--- src/rtl/pipeline_hazard_ctrl_if.sv ---
// ---------------------------------------------------------------------------
// pipeline_hazard_ctrl_if
//
// Bundles the signals exchanged between the pipeline datapath and the hazard
// controller: the source/destination indices and control bits held in the
// pipeline registers, the memory/branch status from the EX/MEM stage, and the
// PC/pipeline-register enables and flushes returned by the controller.
//
// Modports
//   master : pipeline side. Drives the hazard inputs and receives the
//            enables/flushes.
//   slave  : controller side. Receives the hazard inputs and drives the
//            enables/flushes.
//
// Signals
//   id_Rm, id_Rn, id_Sm, id_Sn  [2:0] source indices in IF/ID
//   ex_memRead                        ID/EX instruction is a load
//   ex_R_regWrite, ex_S_regWrite      ID/EX writes the R / S register file
//   ex_Rd, ex_Sd                [2:0] ID/EX destination indices
//   mem_branchTaken                   EX/MEM branch resolved taken
//   mem_busy                          data memory not ready
//   pcWrite                           PC load enable
//   p0_we..p3_we                      IF/ID, ID/EX, EX/MEM, MEM/WB enables
//   p0_flush..p2_flush                IF/ID, ID/EX, EX/MEM synchronous zeroing
// ---------------------------------------------------------------------------
interface pipeline_hazard_ctrl_if;
  logic [2:0] id_Rm;
  logic [2:0] id_Rn;
  logic [2:0] id_Sm;
  logic [2:0] id_Sn;
  logic       ex_memRead;
  logic       ex_R_regWrite;
  logic       ex_S_regWrite;
  logic [2:0] ex_Rd;
  logic [2:0] ex_Sd;
  logic       mem_branchTaken;
  logic       mem_busy;
  logic       pcWrite;
  logic       p0_we;
  logic       p1_we;
  logic       p2_we;
  logic       p3_we;
  logic       p0_flush;
  logic       p1_flush;
  logic       p2_flush;

  modport master (
    output id_Rm, id_Rn, id_Sm, id_Sn,
    output ex_memRead, ex_R_regWrite, ex_S_regWrite, ex_Rd, ex_Sd,
    output mem_branchTaken, mem_busy,
    input  pcWrite, p0_we, p1_we, p2_we, p3_we,
    input  p0_flush, p1_flush, p2_flush
  );

  modport slave (
    input  id_Rm, id_Rn, id_Sm, id_Sn,
    input  ex_memRead, ex_R_regWrite, ex_S_regWrite, ex_Rd, ex_Sd,
    input  mem_branchTaken, mem_busy,
    output pcWrite, p0_we, p1_we, p2_we, p3_we,
    output p0_flush, p1_flush, p2_flush
  );
endinterface

--- src/rtl/pipeline_hazard_ctrl.sv ---
// ---------------------------------------------------------------------------
// pipeline_hazard_ctrl
//
// Hazard controller for a 5-stage pipeline with two register files (R and S).
// Handles, in priority order:
//   1. memory freeze   (mem_busy)         - whole pipeline and PC hold
//   2. branch redirect (taken or latched) - flush IF/ID, ID/EX, EX/MEM
//   3. load-use bubble                    - hold PC and IF/ID, zero ID/EX
//   4. normal advance
// A branch that resolves while memory is busy is remembered in WAIT_BR and
// redirected in the first non-busy cycle.  Also keeps a saturating count of
// stalled cycles and a sticky flag for excessively long memory waits.
//
// Parameters
//   TIMEOUT      consecutive mem_busy cycles that set mem_timeout (2..31)
//
// Ports
//   clk          clock, rising edge
//   reset        asynchronous active-low reset
//   hz           hazard interface, slave side
//   clr_stats    synchronous clear of stall_cnt and mem_timeout
//   state        current FSM state (RUN/WAIT/WAIT_BR/RECOVER)
//   stall_cnt    saturating count of cycles with pcWrite=0
//   mem_timeout  sticky memory-timeout flag
// ---------------------------------------------------------------------------
module pipeline_hazard_ctrl #(
  parameter int TIMEOUT = 16
) (
  input  logic                   clk,
  input  logic                   reset,
  pipeline_hazard_ctrl_if.slave  hz,
  input  logic                   clr_stats,
  output logic [1:0]             state,
  output logic [15:0]            stall_cnt,
  output logic                   mem_timeout
);

  typedef enum logic [1:0] {
    RUN     = 2'b00,
    WAIT    = 2'b01,
    WAIT_BR = 2'b10,
    RECOVER = 2'b11
  } state_t;

  // busyRun saturates at TO_MAX; the flag is raised on the edge that takes it
  // from TO_MAX-1 to TO_MAX, so a saturated counter does not re-raise it.
  localparam logic [4:0] TO_MAX   = 5'(TIMEOUT);
  localparam logic [4:0] TO_REACH = 5'(TIMEOUT - 1);

  state_t      curState;
  state_t      nextState;
  logic [4:0]  busyRun;
  logic        luHit;
  logic        branchPending;
  logic        busyReach;

  logic        pcWriteC;
  logic [3:0]  weC;      // {p3, p2, p1, p0}
  logic [2:0]  flushC;   // {p2, p1, p0}

  // Saturating increment of the stall counter.
  function automatic logic [15:0] satInc16(input logic [15:0] v);
    if (v == 16'hFFFF) begin
      return v;
    end
    return v + 16'd1;
  endfunction

  // Saturating increment of the consecutive-busy counter.
  function automatic logic [4:0] busyInc(input logic [4:0] v);
    if (v >= TO_MAX) begin
      return TO_MAX;
    end
    return v + 5'd1;
  endfunction

  // A load in ID/EX whose destination is read by the instruction in IF/ID.
  assign luHit = hz.ex_memRead &
                 ((hz.ex_R_regWrite & ((hz.ex_Rd == hz.id_Rm) | (hz.ex_Rd == hz.id_Rn))) |
                  (hz.ex_S_regWrite & ((hz.ex_Sd == hz.id_Sm) | (hz.ex_Sd == hz.id_Sn))));

  // A redirect is due either for a branch resolving now or one latched
  // during an earlier freeze (even if mem_branchTaken has since dropped).
  assign branchPending = (curState == WAIT_BR) | hz.mem_branchTaken;

  assign busyReach = hz.mem_busy & (busyRun == TO_REACH);

  // -------------------------------------------------------------------------
  // Next state and pipeline controls
  // -------------------------------------------------------------------------
  always_comb begin
    pcWriteC  = 1'b1;
    weC       = 4'b1111;
    flushC    = 3'b000;
    nextState = RUN;

    if (hz.mem_busy) begin
      // Freeze everything; flushing now would destroy the stalled load.
      pcWriteC  = 1'b0;
      weC       = 4'b0000;
      flushC    = 3'b000;
      nextState = branchPending ? WAIT_BR : WAIT;
    end else if (branchPending) begin
      pcWriteC  = 1'b1;
      weC       = 4'b1111;
      flushC    = 3'b111;
      nextState = RECOVER;
    end else if (luHit && (curState != RECOVER)) begin
      // After a redirect the IF/ID fields are zero and would falsely match
      // a load writing index 0, hence the RECOVER exclusion.
      // The bubble goes into ID/EX; on the next cycle the load has moved on,
      // so the hit clears and exactly one bubble is inserted.
      pcWriteC  = 1'b0;
      weC       = 4'b1110;
      flushC    = 3'b010;
      nextState = RUN;
    end
  end

  assign hz.pcWrite  = pcWriteC;
  assign hz.p0_we    = weC[0];
  assign hz.p1_we    = weC[1];
  assign hz.p2_we    = weC[2];
  assign hz.p3_we    = weC[3];
  assign hz.p0_flush = flushC[0];
  assign hz.p1_flush = flushC[1];
  assign hz.p2_flush = flushC[2];

  assign state = curState;

  // -------------------------------------------------------------------------
  // State register (reset drops any latched branch)
  // -------------------------------------------------------------------------
  always_ff @(posedge clk or negedge reset) begin
    if (!reset) begin
      curState <= RUN;
    end else begin
      curState <= nextState;
    end
  end

  // -------------------------------------------------------------------------
  // Statistics: stall counter, busy run length, timeout flag
  // -------------------------------------------------------------------------
  always_ff @(posedge clk or negedge reset) begin
    if (!reset) begin
      stall_cnt <= '0;
    end else if (clr_stats) begin
      stall_cnt <= '0;
    end else if (!pcWriteC) begin
      stall_cnt <= satInc16(stall_cnt);
    end
  end

  always_ff @(posedge clk or negedge reset) begin
    if (!reset) begin
      busyRun <= '0;
    end else if (hz.mem_busy) begin
      busyRun <= busyInc(busyRun);
    end else begin
      busyRun <= '0;
    end
  end

  always_ff @(posedge clk or negedge reset) begin
    if (!reset) begin
      mem_timeout <= 1'b0;
    end else if (clr_stats) begin
      mem_timeout <= 1'b0;
    end else if (busyReach) begin
      mem_timeout <= 1'b1;
    end
  end

endmodule

--- src/flat_wrapper.sv ---
// flat-port wrapper written by rule: the top's interface ports become plain ports
module pipeline_hazard_ctrl_flat 
#(
  parameter int TIMEOUT = 16
)
  (clk, reset, clr_stats, state, stall_cnt, mem_timeout, hz_id_Rm, hz_id_Rn, hz_id_Sm, hz_id_Sn, hz_ex_memRead, hz_ex_R_regWrite, hz_ex_S_regWrite, hz_ex_Rd, hz_ex_Sd, hz_mem_branchTaken, hz_mem_busy, hz_pcWrite, hz_p0_we, hz_p1_we, hz_p2_we, hz_p3_we, hz_p0_flush, hz_p1_flush, hz_p2_flush);
  pipeline_hazard_ctrl_if hz_i ();
  input  logic clk;
  input  logic reset;
  input  logic clr_stats;
  output logic [1:0] state;
  output logic [15:0] stall_cnt;
  output logic mem_timeout;
  input wire logic [$bits(hz_i.id_Rm)-1:0] hz_id_Rm;
  input wire logic [$bits(hz_i.id_Rn)-1:0] hz_id_Rn;
  input wire logic [$bits(hz_i.id_Sm)-1:0] hz_id_Sm;
  input wire logic [$bits(hz_i.id_Sn)-1:0] hz_id_Sn;
  input wire logic [$bits(hz_i.ex_memRead)-1:0] hz_ex_memRead;
  input wire logic [$bits(hz_i.ex_R_regWrite)-1:0] hz_ex_R_regWrite;
  input wire logic [$bits(hz_i.ex_S_regWrite)-1:0] hz_ex_S_regWrite;
  input wire logic [$bits(hz_i.ex_Rd)-1:0] hz_ex_Rd;
  input wire logic [$bits(hz_i.ex_Sd)-1:0] hz_ex_Sd;
  input wire logic [$bits(hz_i.mem_branchTaken)-1:0] hz_mem_branchTaken;
  input wire logic [$bits(hz_i.mem_busy)-1:0] hz_mem_busy;
  output wire logic [$bits(hz_i.pcWrite)-1:0] hz_pcWrite;
  output wire logic [$bits(hz_i.p0_we)-1:0] hz_p0_we;
  output wire logic [$bits(hz_i.p1_we)-1:0] hz_p1_we;
  output wire logic [$bits(hz_i.p2_we)-1:0] hz_p2_we;
  output wire logic [$bits(hz_i.p3_we)-1:0] hz_p3_we;
  output wire logic [$bits(hz_i.p0_flush)-1:0] hz_p0_flush;
  output wire logic [$bits(hz_i.p1_flush)-1:0] hz_p1_flush;
  output wire logic [$bits(hz_i.p2_flush)-1:0] hz_p2_flush;
  assign hz_i.id_Rm = hz_id_Rm;
  assign hz_i.id_Rn = hz_id_Rn;
  assign hz_i.id_Sm = hz_id_Sm;
  assign hz_i.id_Sn = hz_id_Sn;
  assign hz_i.ex_memRead = hz_ex_memRead;
  assign hz_i.ex_R_regWrite = hz_ex_R_regWrite;
  assign hz_i.ex_S_regWrite = hz_ex_S_regWrite;
  assign hz_i.ex_Rd = hz_ex_Rd;
  assign hz_i.ex_Sd = hz_ex_Sd;
  assign hz_i.mem_branchTaken = hz_mem_branchTaken;
  assign hz_i.mem_busy = hz_mem_busy;
  assign hz_pcWrite = hz_i.pcWrite;
  assign hz_p0_we = hz_i.p0_we;
  assign hz_p1_we = hz_i.p1_we;
  assign hz_p2_we = hz_i.p2_we;
  assign hz_p3_we = hz_i.p3_we;
  assign hz_p0_flush = hz_i.p0_flush;
  assign hz_p1_flush = hz_i.p1_flush;
  assign hz_p2_flush = hz_i.p2_flush;
  pipeline_hazard_ctrl #(.TIMEOUT(TIMEOUT)) u_core (.clk(clk), .reset(reset), .hz(hz_i), .clr_stats(clr_stats), .state(state), .stall_cnt(stall_cnt), .mem_timeout(mem_timeout));
endmodule
--- config.mk ---
export PLATFORM = sky130hd
export DESIGN_NAME = pipeline_hazard_ctrl_flat
export DESIGN_NICKNAME = d
export VERILOG_FILES = /design/src/rtl/pipeline_hazard_ctrl_if.sv /design/src/rtl/pipeline_hazard_ctrl.sv /design/src/flat_wrapper.sv
export SDC_FILE = /design/constraint.sdc
export NUM_CORES = 1
export LEC_CHECK = 0
export CAP_MARGIN = 20
export CORE_MARGIN = 3
export CORE_UTILIZATION = 25
export CTS_CLUSTER_DIAMETER = 30
export DETAILED_ROUTE_END_ITERATION = 8
export PLACE_DENSITY = 0.55
export SETUP_SLACK_MARGIN = 0.5
export SLEW_MARGIN = 30
export SYNTH_ARGS = -nofsm -noshare
export SYNTH_HDL_FRONTEND = slang
export SYNTH_SLANG_ARGS = --single-unit
--- constraint.sdc ---
create_clock -name clk -period 2.85 [get_ports clk]
set_input_delay 0.4275 -clock clk [delete_from_list [all_inputs] [get_ports clk]]
set_output_delay 0.4275 -clock clk [all_outputs]
set_load 0.01 [all_outputs]
==> flow_metrics.py <==
metrics = {
    "layout": {
        "fin_area_um2": 2420,
        "area_growth_pct": 39.4,
        "drive_above_1_share_pct": 8.00,
        "nNetsFinal": 282,
        "diodes": 0,
        "fin_util_pct": 37.0,
        "instances_no_fill": 327,
    },
    "logic_synthesis": {
        "synth_top_family_by_area": "simple AND/OR/NAND/NOR gates",
        "async_flop_share_pct": 100,
        "netlist.area_leader.share_pct": 34.6,
        "synth-warning-count": 0,
        "synth-compound-area-share_pct": 13.8,
        "synthAdderAreaFrac_pct": 3.60,
        "avgSynthCellArea_um2": 8.72,
        "synth_top_cell_by_area": "dfrtp_1",
        "syn-num-nets": 230,
        "ys_seq_area_share_pct": 34.6,
        "synth-seq-cells": 24,
        "synth_cell_types": 44,
        "syn_area_um2": 1740,
        "synthCells": 199,
        "synthMuxAreaShare_pct": 5.77,
        "yosys_most_used_dff": "dfrtp_1",
        "ys_top_cells_by_area": "dfrtp_1, xnor2_1, mux2_1",
        "synth_edf_count": 0,
        "synth-xor-area-share_pct": 7.07,
        "yosys.area_share.simple_pct": 30.4,
    },
    "clock_network": {
        "cts_max_level": 1,
        "root_buffer": "clkbuf_8",
        "cts.reportedPaths.clkPinSlew_ns": 0.09,
        "postCtsSetupRepairBufs": 0,
        "clk_latency_ns": 0.27,
        "cts.sinks": 24,
        "cts.path.max_buffers": 2,
        "cts_tree": "built",
        "cts_buffers": 3,
    },
    "pwr": {
        "ir_drop_v": 0.000167,
        "leakage_nw": 0.982,
        "power_mw": 0.841,
        "power_density_nw_per_um2": 348,
    },
    "floorplan": {
        "die_h_um": 89.3,
        "ioPinCount": 53,
        "die_width_um": 89.3,
        "coreArea_um2": 6530,
        "rows": 29,
        "start_util_pct": 26.6,
        "dieArea_um2": 7980,
    },
    "grt": {
        "gr-usage-all-layers_pct": 12.1,
        "grt_first_pass_wirelength_um": 7700,
        "grt_overflow": 0,
        "grt_pass1_vias": 1596,
        "antenna_found_initial": 0,
        "grt_max_degree": 25,
    },
    "critical_path": {
        "crit_top_cell": "clkdlybuf4s50_1",
        "crit_chain": "clkdlybuf4s50_1 -> xnor2_1 -> nand4_1 -> nand2_1 -> o21bai_1 -> and2_4 -> clkdlybuf4s50_1",
        "startpoint_type": "primary input",
        "cp_slowest_cell": "clkdlybuf4s50_1",
        "critPathCaptureType": "primary output",
        "crit_start": "hz_ex_Sd[0]",
        "max_stage_delay_ns": 0.53,
        "r2r-start": "u_core.stall_cnt[1]",
        "worstSetupPathType": "in -> out",
        "cp_data_required_time_ns": 2.42,
        "cp_max_fo": 3,
        "critPathArrivalTime_ns": 2.11,
    },
    "flow_run": {
        "max-cap-violations": 0,
    },
    "sta": {
        "period_needed_ns": 2.54,
        "skew_ns": 0.00369,
        "setup_tns_ns": 0,
        "grt_setup_unrepaired": "yes",
        "fmaxAchievable_mhz": 393,
        "slew_violations": 0,
        "setup_viol": 0,
        "slew_headroom_pct": 62.5,
        "tightest_slew_ns": 0.560,
        "hold_violations": 0,
        "finalCritPeriodShare_pct": 89.2,
    },
    "hold_path": {
        "hold_path.class": "reg -> reg",
        "holdCritStartpoint": "u_core.busyRun[0]",
    },
    "routing": {
        "first_pass_iters": 5,
        "wl_per_cell_um": 14.2,
        "vias_per_cell": 5.12,
        "wirelength_um": 4630,
        "drc_errors": 0,
        "dr.first_iter.drc_count": 67,
        "ant_nets": 0,
        "detailroute.via_count": 1673,
    },
    "placed_design": {
        "dpl.cell_count": 323,
        "placed_area_um2": 2340,
        "place_congestion": 0.804,
        "dp_hpwl_um": 3580,
        "port_buffers": 52,
    },
    "outcome": {
        "outcome": "complete, no violations",
    },
}
-- through the flow --
| stage | setup WS, ns | hold slack, ns |
|---|---|---|
| finish | 0.309 | 0.491 |
| global route | 0.219 | 0.541 |
| CTS | 0.290 | 0.495 |
| detailed placement | 0.255 | 0.480 |
| global placement | 0.273 | 0.478 |
| floorplan | 0.712 | 0.132 |
-- registers in the layout, summed over array words and instances, names as in the netlist --
signal              flops
u_core.mem_timeout      1
u_core.state            2
u_core.stall_cnt       16
u_core.busyRun          5
-- cell usage after synthesis (all sizes together) (2+ instances only) --
library cell,number
a211oi,3
a21oi,8
a31oi,4
a41oi,2
and2,2
and3,7
buf,4
clkbuf,6
dfrtp,24
ha,5
inv,8
mux2,8
nand2,24
nand3,8
nand3b,2
nand4,7
nor2,18
nor2b,11
nor3,3
nor4,2
o211ai,3
o21ai,2
o22ai,2
o311ai,3
or3,7
xnor2,13
-- layout make-up --
| cell class | count | area (µm²) |
|---|---|---|
| Clock inverter | 1 | 30.0 |
| Inverter | 8 | 30.0 |
| Clock buffer | 3 | 41.3 |
| Fill cell | 689 | 4110 |
| Sequential cell | 24 | 602 |
| Timing Repair Buffer | 57 | 556 |
| Multi-Input combinational cell | 157 | 1060 |
| Tap cell | 77 | 96.3 |
-- placed cells by master, fill, tap and decap left out, types with 2 or more instances in the layout --
| cell | n |
|---|---|
| a211oi_1 | 3 |
| a21oi_1 | 8 |
| a31oi_1 | 4 |
| a41oi_1 | 2 |
| and3_1 | 7 |
| buf_4 | 5 |
| clkbuf_8 | 3 |
| clkdlybuf4s50_1 | 50 |
| dfrtp_1 | 23 |
| ha_1 | 4 |
| inv_1 | 7 |
| mux2_1 | 8 |
| nand2_1 | 23 |
| nand3_1 | 7 |
| nand3b_1 | 2 |
| nand4_1 | 7 |
| nor2_1 | 18 |
| nor2b_1 | 11 |
| nor3_1 | 2 |
| o211ai_1 | 3 |
| o21ai_0 | 2 |
| o22ai_1 | 2 |
| o311ai_1 | 3 |
| or3_1 | 5 |
| or3_4 | 2 |
| xnor2_1 | 13 |
-- repair_timing --
item,in CTS,in global routing
gates cloned,0,0
endpoints found under the setup margin,3,12
resized for setup,2,6
hold buffers,0,0
pin swaps,0,1
-- path summary, 6_finish.rpt --
kind                                        endpoint  cells past startpoint  slack [ns]
worst max-delay path                      hz_pcWrite                      7        0.31
worst min-delay path               u_core.busyRun[0]                      1        0.49
worst max register to register  u_core.stall_cnt[11]                      7        0.56
worst min register to register     u_core.busyRun[0]                      1        0.49
max in group asynchronous        u_core.stall_cnt[0]                      2        2.09
min in group asynchronous       u_core.stall_cnt[13]                      2        0.51
-- per-layer routing --
layer,up-vias,global-route usage [%],wire (µm)
met1,789,17.2,2270
met4,0,2.44,15
met5,-,0,0
met2,62,19.3,2070
li1,820,-,-
met3,2,2.03,269
-- power by group --
group          internal (mW)  switching (mW)  leakage (nW)
Combinational         0.0895          0.0744         0.622
Sequential             0.353          0.0133         0.324
Clock                  0.188           0.123        0.0357
-- cells by family (layout without fill, tap and decap cells) --
kind of cell | after synthesis | after routing
fa+ha+maj | 5 | 5
mux | 9 | 9
compound gates | 34 | 34
flops | 24 | 24
xor+xnor | 14 | 14
buf+inv | 18 | 69
simple gates | 95 | 95
-- worst max-delay path: cells and delay by family --
kind	cells	cell delay, ns
AO/OA/AOI/OAI	1	0.19
AND/OR/NAND/NOR	3	0.36
buffers and inverters	2	0.98
XOR/XNOR	1	0.15
No activity file was read; power rests on OpenSTA's default activity.
